--- src/rtl/dbg_bridge_pkg.sv ---
// Shared types and constants for the UART-to-debug-module command bridge.
package dbg_bridge_pkg;

  // Bridge sequencer states, in the order a command frame moves through them.
  typedef enum logic [2:0] {
    RX_CMD,
    RX_ADDR,
    RX_DATA,
    ISSUE,
    WAIT,
    RELEASE,
    TX_STAT,
    TX_DATA
  } bridge_state_e;

  // Status byte values returned as the first byte of every response.
  localparam logic [7:0] STAT_ACK     = 8'hA5;
  localparam logic [7:0] STAT_ERR_CMD = 8'hE1;
  localparam logic [7:0] STAT_ERR_TMO = 8'hE2;

  // Idle value on the dbg_module command bus.
  localparam logic [7:0] CMD_NONE = 8'h00;

  // Frame geometry: 1 command byte + two 32-bit words in, 1 status byte + one word out.
  localparam int FRAME_BYTES = 9;
  localparam int RESP_BYTES  = 5;

  // Commands dbg_module understands; everything else is answered with ERR_CMD.
  function automatic logic is_valid_cmd(input logic [7:0] cmd);
    logic ok;
    case (cmd)
      8'h00, 8'h01, 8'h02, 8'h05, 8'h06, 8'h07,
      8'h11, 8'h12, 8'h13, 8'h14, 8'h15, 8'h16: ok = 1'b1;
      default:                                  ok = 1'b0;
    endcase
    return ok;
  endfunction

endpackage

--- src/rtl/dbg_uart_bridge.sv ---
// Byte-stream front end for dbg_module: parses 9-byte command frames from a
// UART RX byte stream, runs the cmd/addr/data/ready handshake with dbg_module,
// and streams back a 5-byte status + result response on the UART TX side.
module dbg_uart_bridge
  import dbg_bridge_pkg::*;
#(
  parameter int FRAME_TIMEOUT = 100000,
  parameter int CMD_TIMEOUT   = 1000000
) (
  input  logic        clk,
  input  logic        rstn_i,
  input  logic [7:0]  rx_data_i,
  input  logic        rx_valid_i,
  output logic [7:0]  tx_data_o,
  output logic        tx_valid_o,
  input  logic        tx_ready_i,
  output logic [7:0]  dbg_cmd_o,
  output logic [31:0] dbg_addr_o,
  output logic [31:0] dbg_data_o,
  input  logic [31:0] dbg_data_i,
  input  logic        dbg_ready_i,
  output logic        busy_o,
  output logic        rx_drop_o
);

  localparam int FT_W = $clog2(FRAME_TIMEOUT + 1);
  localparam int CT_W = $clog2(CMD_TIMEOUT + 1);

  // The timeout fires on the cycle the counter would reach its limit.
  localparam logic [FT_W-1:0] FT_LAST = FT_W'(FRAME_TIMEOUT - 1);
  localparam logic [FT_W-1:0] FT_MAX  = FT_W'(FRAME_TIMEOUT);
  localparam logic [CT_W-1:0] CT_LAST = CT_W'(CMD_TIMEOUT - 1);
  localparam logic [CT_W-1:0] CT_MAX  = CT_W'(CMD_TIMEOUT);

  // Index of the last byte of a 32-bit word in the frame and in the response.
  localparam logic [1:0] LAST_WORD_IDX = 2'(((FRAME_BYTES - 1) / 2) - 1);
  localparam logic [1:0] LAST_RESP_IDX = 2'(RESP_BYTES - 2);

  bridge_state_e   state_q, state_d;
  logic [7:0]      cmd_q, cmd_d;
  logic [31:0]     addr_q, addr_d;
  logic [31:0]     data_q, data_d;
  logic [31:0]     result_q, result_d;
  logic [7:0]      status_q, status_d;
  logic [1:0]      byte_cnt_q, byte_cnt_d;
  logic [FT_W-1:0] frame_tmr_q, frame_tmr_d;
  logic [CT_W-1:0] cmd_tmr_q, cmd_tmr_d;
  logic            rx_drop_q, rx_drop_d;

  // State and datapath registers; async reset returns everything to idle.
  always_ff @(posedge clk or negedge rstn_i) begin
    if (!rstn_i) begin
      state_q     <= RX_CMD;
      cmd_q       <= CMD_NONE;
      addr_q      <= '0;
      data_q      <= '0;
      result_q    <= '0;
      status_q    <= '0;
      byte_cnt_q  <= '0;
      frame_tmr_q <= '0;
      cmd_tmr_q   <= '0;
      rx_drop_q   <= 1'b0;
    end else begin
      state_q     <= state_d;
      cmd_q       <= cmd_d;
      addr_q      <= addr_d;
      data_q      <= data_d;
      result_q    <= result_d;
      status_q    <= status_d;
      byte_cnt_q  <= byte_cnt_d;
      frame_tmr_q <= frame_tmr_d;
      cmd_tmr_q   <= cmd_tmr_d;
      rx_drop_q   <= rx_drop_d;
    end
  end

  // Next-state and datapath updates: frame parsing, command wait, response sequencing.
  always_comb begin
    state_d     = state_q;
    cmd_d       = cmd_q;
    addr_d      = addr_q;
    data_d      = data_q;
    result_d    = result_q;
    status_d    = status_q;
    byte_cnt_d  = byte_cnt_q;
    frame_tmr_d = frame_tmr_q;
    cmd_tmr_d   = cmd_tmr_q;
    rx_drop_d   = rx_valid_i && !(state_q inside {RX_CMD, RX_ADDR, RX_DATA});

    case (state_q)
      RX_CMD: begin
        frame_tmr_d = '0;
        cmd_tmr_d   = '0;
        if (rx_valid_i) begin
          cmd_d      = rx_data_i;
          addr_d     = '0;
          data_d     = '0;
          byte_cnt_d = '0;
          state_d    = RX_ADDR;
        end
      end

      RX_ADDR: begin
        if (rx_valid_i) begin
          addr_d[{byte_cnt_q, 3'b000} +: 8] = rx_data_i;
          frame_tmr_d = '0;
          if (byte_cnt_q == LAST_WORD_IDX) begin
            byte_cnt_d = '0;
            state_d    = RX_DATA;
          end else begin
            byte_cnt_d = byte_cnt_q + 2'd1;
          end
        end else if (frame_tmr_q == FT_LAST) begin
          frame_tmr_d = '0;
          state_d     = RX_CMD;
        end else if (frame_tmr_q != FT_MAX) begin
          frame_tmr_d = frame_tmr_q + 1'b1;
        end
      end

      RX_DATA: begin
        if (rx_valid_i) begin
          data_d[{byte_cnt_q, 3'b000} +: 8] = rx_data_i;
          frame_tmr_d = '0;
          if (byte_cnt_q == LAST_WORD_IDX) begin
            byte_cnt_d = '0;
            if (is_valid_cmd(cmd_q)) begin
              state_d = ISSUE;
            end else begin
              status_d = STAT_ERR_CMD;
              result_d = '0;
              state_d  = TX_STAT;
            end
          end else begin
            byte_cnt_d = byte_cnt_q + 2'd1;
          end
        end else if (frame_tmr_q == FT_LAST) begin
          frame_tmr_d = '0;
          state_d     = RX_CMD;
        end else if (frame_tmr_q != FT_MAX) begin
          frame_tmr_d = frame_tmr_q + 1'b1;
        end
      end

      ISSUE: begin
        cmd_tmr_d = '0;
        state_d   = WAIT;
      end

      WAIT: begin
        if (dbg_ready_i) begin
          status_d = STAT_ACK;
          result_d = dbg_data_i;
          state_d  = RELEASE;
        end else if (cmd_tmr_q == CT_LAST) begin
          status_d = STAT_ERR_TMO;
          result_d = '0;
          state_d  = RELEASE;
        end else if (cmd_tmr_q != CT_MAX) begin
          cmd_tmr_d = cmd_tmr_q + 1'b1;
        end
      end

      RELEASE: begin
        state_d = TX_STAT;
      end

      TX_STAT: begin
        if (tx_ready_i) begin
          byte_cnt_d = '0;
          state_d    = TX_DATA;
        end
      end

      TX_DATA: begin
        if (tx_ready_i) begin
          if (byte_cnt_q == LAST_RESP_IDX) begin
            byte_cnt_d = '0;
            state_d    = RX_CMD;
          end else begin
            byte_cnt_d = byte_cnt_q + 2'd1;
          end
        end
      end

      default: state_d = RX_CMD;
    endcase
  end

  // Output decode: the command bus is live only in ISSUE/WAIT so dbg_module never re-executes.
  always_comb begin
    tx_valid_o = 1'b0;
    tx_data_o  = 8'h00;
    dbg_cmd_o  = CMD_NONE;
    dbg_addr_o = '0;
    dbg_data_o = '0;
    case (state_q)
      ISSUE, WAIT: begin
        dbg_cmd_o  = cmd_q;
        dbg_addr_o = addr_q;
        dbg_data_o = data_q;
      end
      TX_STAT: begin
        tx_valid_o = 1'b1;
        tx_data_o  = status_q;
      end
      TX_DATA: begin
        tx_valid_o = 1'b1;
        tx_data_o  = result_q[{byte_cnt_q, 3'b000} +: 8];
      end
      default: ;
    endcase
  end

  assign busy_o    = (state_q != RX_CMD);
  assign rx_drop_o = rx_drop_q;

endmodule

--- config.mk ---
export PLATFORM = sky130hd
export DESIGN_NAME = dbg_uart_bridge
export DESIGN_NICKNAME = d
export VERILOG_FILES = /design/src/rtl/dbg_bridge_pkg.sv /design/src/rtl/dbg_uart_bridge.sv
export SDC_FILE = /design/constraint.sdc
export NUM_CORES = 1
export LEC_CHECK = 0
export CORE_ASPECT_RATIO = 1.5
export CORE_UTILIZATION = 31
export CTS_CLUSTER_SIZE = 16
export DETAILED_ROUTE_END_ITERATION = 10
export GPL_TIMING_DRIVEN = 1
export PLACE_DENSITY = 0.55
export REMOVE_ABC_BUFFERS = 1
export SLEW_MARGIN = 20
export SYNTH_ARGS = -nofsm -noshare
export SYNTH_HDL_FRONTEND = slang
export SYNTH_SLANG_ARGS = --single-unit
--- constraint.sdc ---
create_clock -name clk -period 4 [get_ports clk]
set_input_delay 0.8 -clock clk [delete_from_list [all_inputs] [get_ports clk]]
set_output_delay 0.8 -clock clk [all_outputs]
set_load 0.005 [all_outputs]
==> out/metrics.cfg <==
[status]
status = completed

[synth]
yosys.area.top_type = dfrtp_1
synth_ff_type = dfrtp_1
synth_seq_cells = 152
async_reset_ff_share_pct = 100
yosysSeqAreaShare_pct = 51.1
synth-edff-count = 0
synth_cells = 682
avgSynthCellArea_um2 = 10.9
synth_top_area_share_pct = 51.1
synthDistinctLibCells = 63
syn_area_um2 = 7450
synth_area_leaders = dfrtp_1 (51%), a22o_1 (12%), and2_1 (6.2%)
ys_warn_count = 0

[placement]
gp_congestion = 0.791
portBuffers = 127
dpl.hpwl_mm = 13.7
pre_cts_ws_ps = 788

[critical_path]
critPathMaxFanout = 72
cp_num_cells = 5
crit_type = reg -> out
endpoint_kind = primary output
rrSetupSlack_ps = 1120
ff2ff_path_depth = 5
cpPeakStageDelay_ps = 630
cp_cell_sequence = or3b_4 > nand2_1 > buf_4 > and2_1 > clkdlybuf4s50_1
cp_num_buf_inv = 2
start_kind = register
regToRegStartpoint = byte_cnt_q[0]
timing.rr.end = addr_q[25]
cp.arrival_ps = 2820
crit_family = buffers and inverters
required_ps = 3200
cpMaxStageDelayCell = dfrtp_1

[floorplanning]
die_height_um = 192
rows = 69
die_area_um2 = 24700
start_util_pct = 31.5
core_um2 = 23700
io_pins = 128
die_w_um = 129

[grt]
grt_overflow = 0
grt_first_pass_wirelength_mm = 31.6
grt_pass1_vias = 5826
grt_usage_pct = 16.8
antenna_found_initial = 0
grt_max_degree = 80

[cells_and_area]
regArea_um2 = 3800
drive_gt1_share_pct = 9.05
multi_input_area_um2 = 3400
n_fill_cell = 2353
nets = 847
diodes = 0
area_growth_pct = 29.4

[routing]
initialDrtViolationCount = 307
dr_total_vias = 5708
routed_wirelength_mm = 19.5
vias_per_cell = 5.07
drcViolationCount = 0
ant_nets = 0
drt-pass1-iter-count = 4
routedWlPerCell_um = 17.3

[clocking]
cts_sinks = 152
postCtsSetupBuffers = 0
cts-root-buf = clkbuf_16
ctsHoldBuffers = 0
insertion_delay_ps = 420
clkTransAtPathRegs_ps = 60
numCtsBuffers = 17
post_cts_resized = 0
cts_buffer_depth = 2
htree_levels = 4
cts_tree = done

[run]
maxCapViolCount = 0

[timing]
finalClockSkew_ps = 11.0
hold_ws_ps = 386
max-slew-margin-rel_pct = 29.7
worst_pin_slew_ps = 1050
rsz0062_at_grt = false
finalCritPeriodShare_pct = 90.4
tns_ps = 0
fmax_mhz = 277
hold_viol_final = 0
finalSetupViolCount = 0
period_needed_ps = 3620
final_max_slew_viol_count = 0
timing.final.ws_setup_ps = 384

[power_and_ir_drop]
p_leak_nw = 4.14
power_density_nw_per_um2 = 533
peakVddDrop_mv = 0.345

[worst_hold_path]
min_path_type = in -> async

==> routing by layer <==
layer	vias up	global-route usage, %	share of wire, %
met4	0	6.43	2.5
met2	131	29.8	52
met1	2810	19.6	42
met3	25	3.43	3.3
li1	2742	-	-
met5	-	0	0
==> final cells by class <==
type / count / area share, %
Multi-Input combinational cell: 470 / 35.2
Sequential cell: 152 / 39.5
Tap cell: 319 / 4.14
Timing Repair Buffer: 135 / 14.0
Inverter: 18 / 0.701
Clock buffer: 18 / 4.56
Clock inverter: 14 / 1.93
==> placed cells by master (no fill, tap or decap), drive strengths merged, types with 3 or more instances in the layout <==
cell | synthesis | routed
mux4 | 8 | 8
o21ai | 21 | 21
a22o | 98 | 98
mux2i | 10 | 10
o2111ai | 3 | 3
nand2b | 8 | 8
or2 | 3 | 3
bufinv | 0 | 3
xor2 | 13 | 13
clkdlybuf4s50 | 0 | 126
nand4 | 7 | 7
inv | 17 | 24
nor3 | 11 | 11
nand2 | 34 | 34
ha | 8 | 8
buf | 24 | 9
nor2 | 37 | 37
clkbuf | 18 | 18
or3 | 11 | 11
and4 | 3 | 3
nand3 | 22 | 22
nor4 | 4 | 4
mux2 | 8 | 8
o311ai | 3 | 3
o31ai | 5 | 5
clkinv | 1 | 5
and2 | 74 | 74
and3 | 7 | 7
a21o | 3 | 3
a21oi | 30 | 30
a2111o | 4 | 4
dfrtp | 152 | 152
o211ai | 3 | 3
or4 | 3 | 3
==> cell usage after synthesis (all sizes together), types with 4 or more instances <==
cell type and number:
dfrtp 152, a22o 98, and2 74, nor2 37, nand2 34, a21oi 30, buf 24, nand3 22
o21ai 21, clkbuf 18, inv 17, xor2 13, nor3 11, or3 11, mux2i 10, ha 8
mux2 8, mux4 8, nand2b 8, and3 7, nand4 7, o31ai 5, a2111o 4, nor4 4
==> power by group <==
part / switching, mW / internal (mW) / total, mW
Clock: 0.685 / 1.02 / 1.70
Sequential: 0.223 / 1.79 / 2.01
Combinational: 0.774 / 0.655 / 1.43
==> registers in the layout (all words and copies together), names as in the netlist <==
| signal | cells |
|---|---|
| addr_q | 32 |
| data_q | 32 |
| result_q | 32 |
| cmd_tmr_q | 20 |
| frame_tmr_q | 17 |
| cmd_q | 8 |
| status_q | 5 |
| state_q | 3 |
| byte_cnt_q | 2 |
| rx_drop_o | 1 |
==> metrics by stage <==
stage | total power, mW | utilization, % | instances | cell area (um2)
2_1_floorplan | 2.85 | - | 640 | 7250
3_3_place_gp | 3.47 | 38.1 | 1094 | 9010
3_5_place_dp | 3.49 | 38.1 | 1094 | 9010
4_1_cts | 5.22 | 40.7 | 1126 | 9640
5_1_grt | 5.44 | 40.7 | 1126 | 9640
6_report | 5.14 | 40.7 | 1126 | 9640
==> how the worst max path moves through the flow <==
stage / startpoint / endpoint / slack, ps
final: state_q[2] / dbg_cmd_o[4] / 380
after global routing: state_q[2] / dbg_cmd_o[4] / 180
after CTS: state_q[2] / dbg_cmd_o[4] / 300
after detailed placement: state_q[2] / dbg_cmd_o[4] / 790
after global placement: state_q[2] / dbg_cmd_o[0] / 860
after floorplan: dbg_ready_i / cmd_tmr_q[13] / -630
==> kinds of logic after synthesis <==
logic type	share of synthesized area (%)
buffers and inverters	3.51
AO/OA/AOI/OAI	19.3
flip-flops	51.1
multiplexers	4.97
AND/OR/NAND/NOR	18.1
adder cells (fa/ha/maj)	1.34
XOR/XNOR	1.76
(Power assumes the default switching activity.)
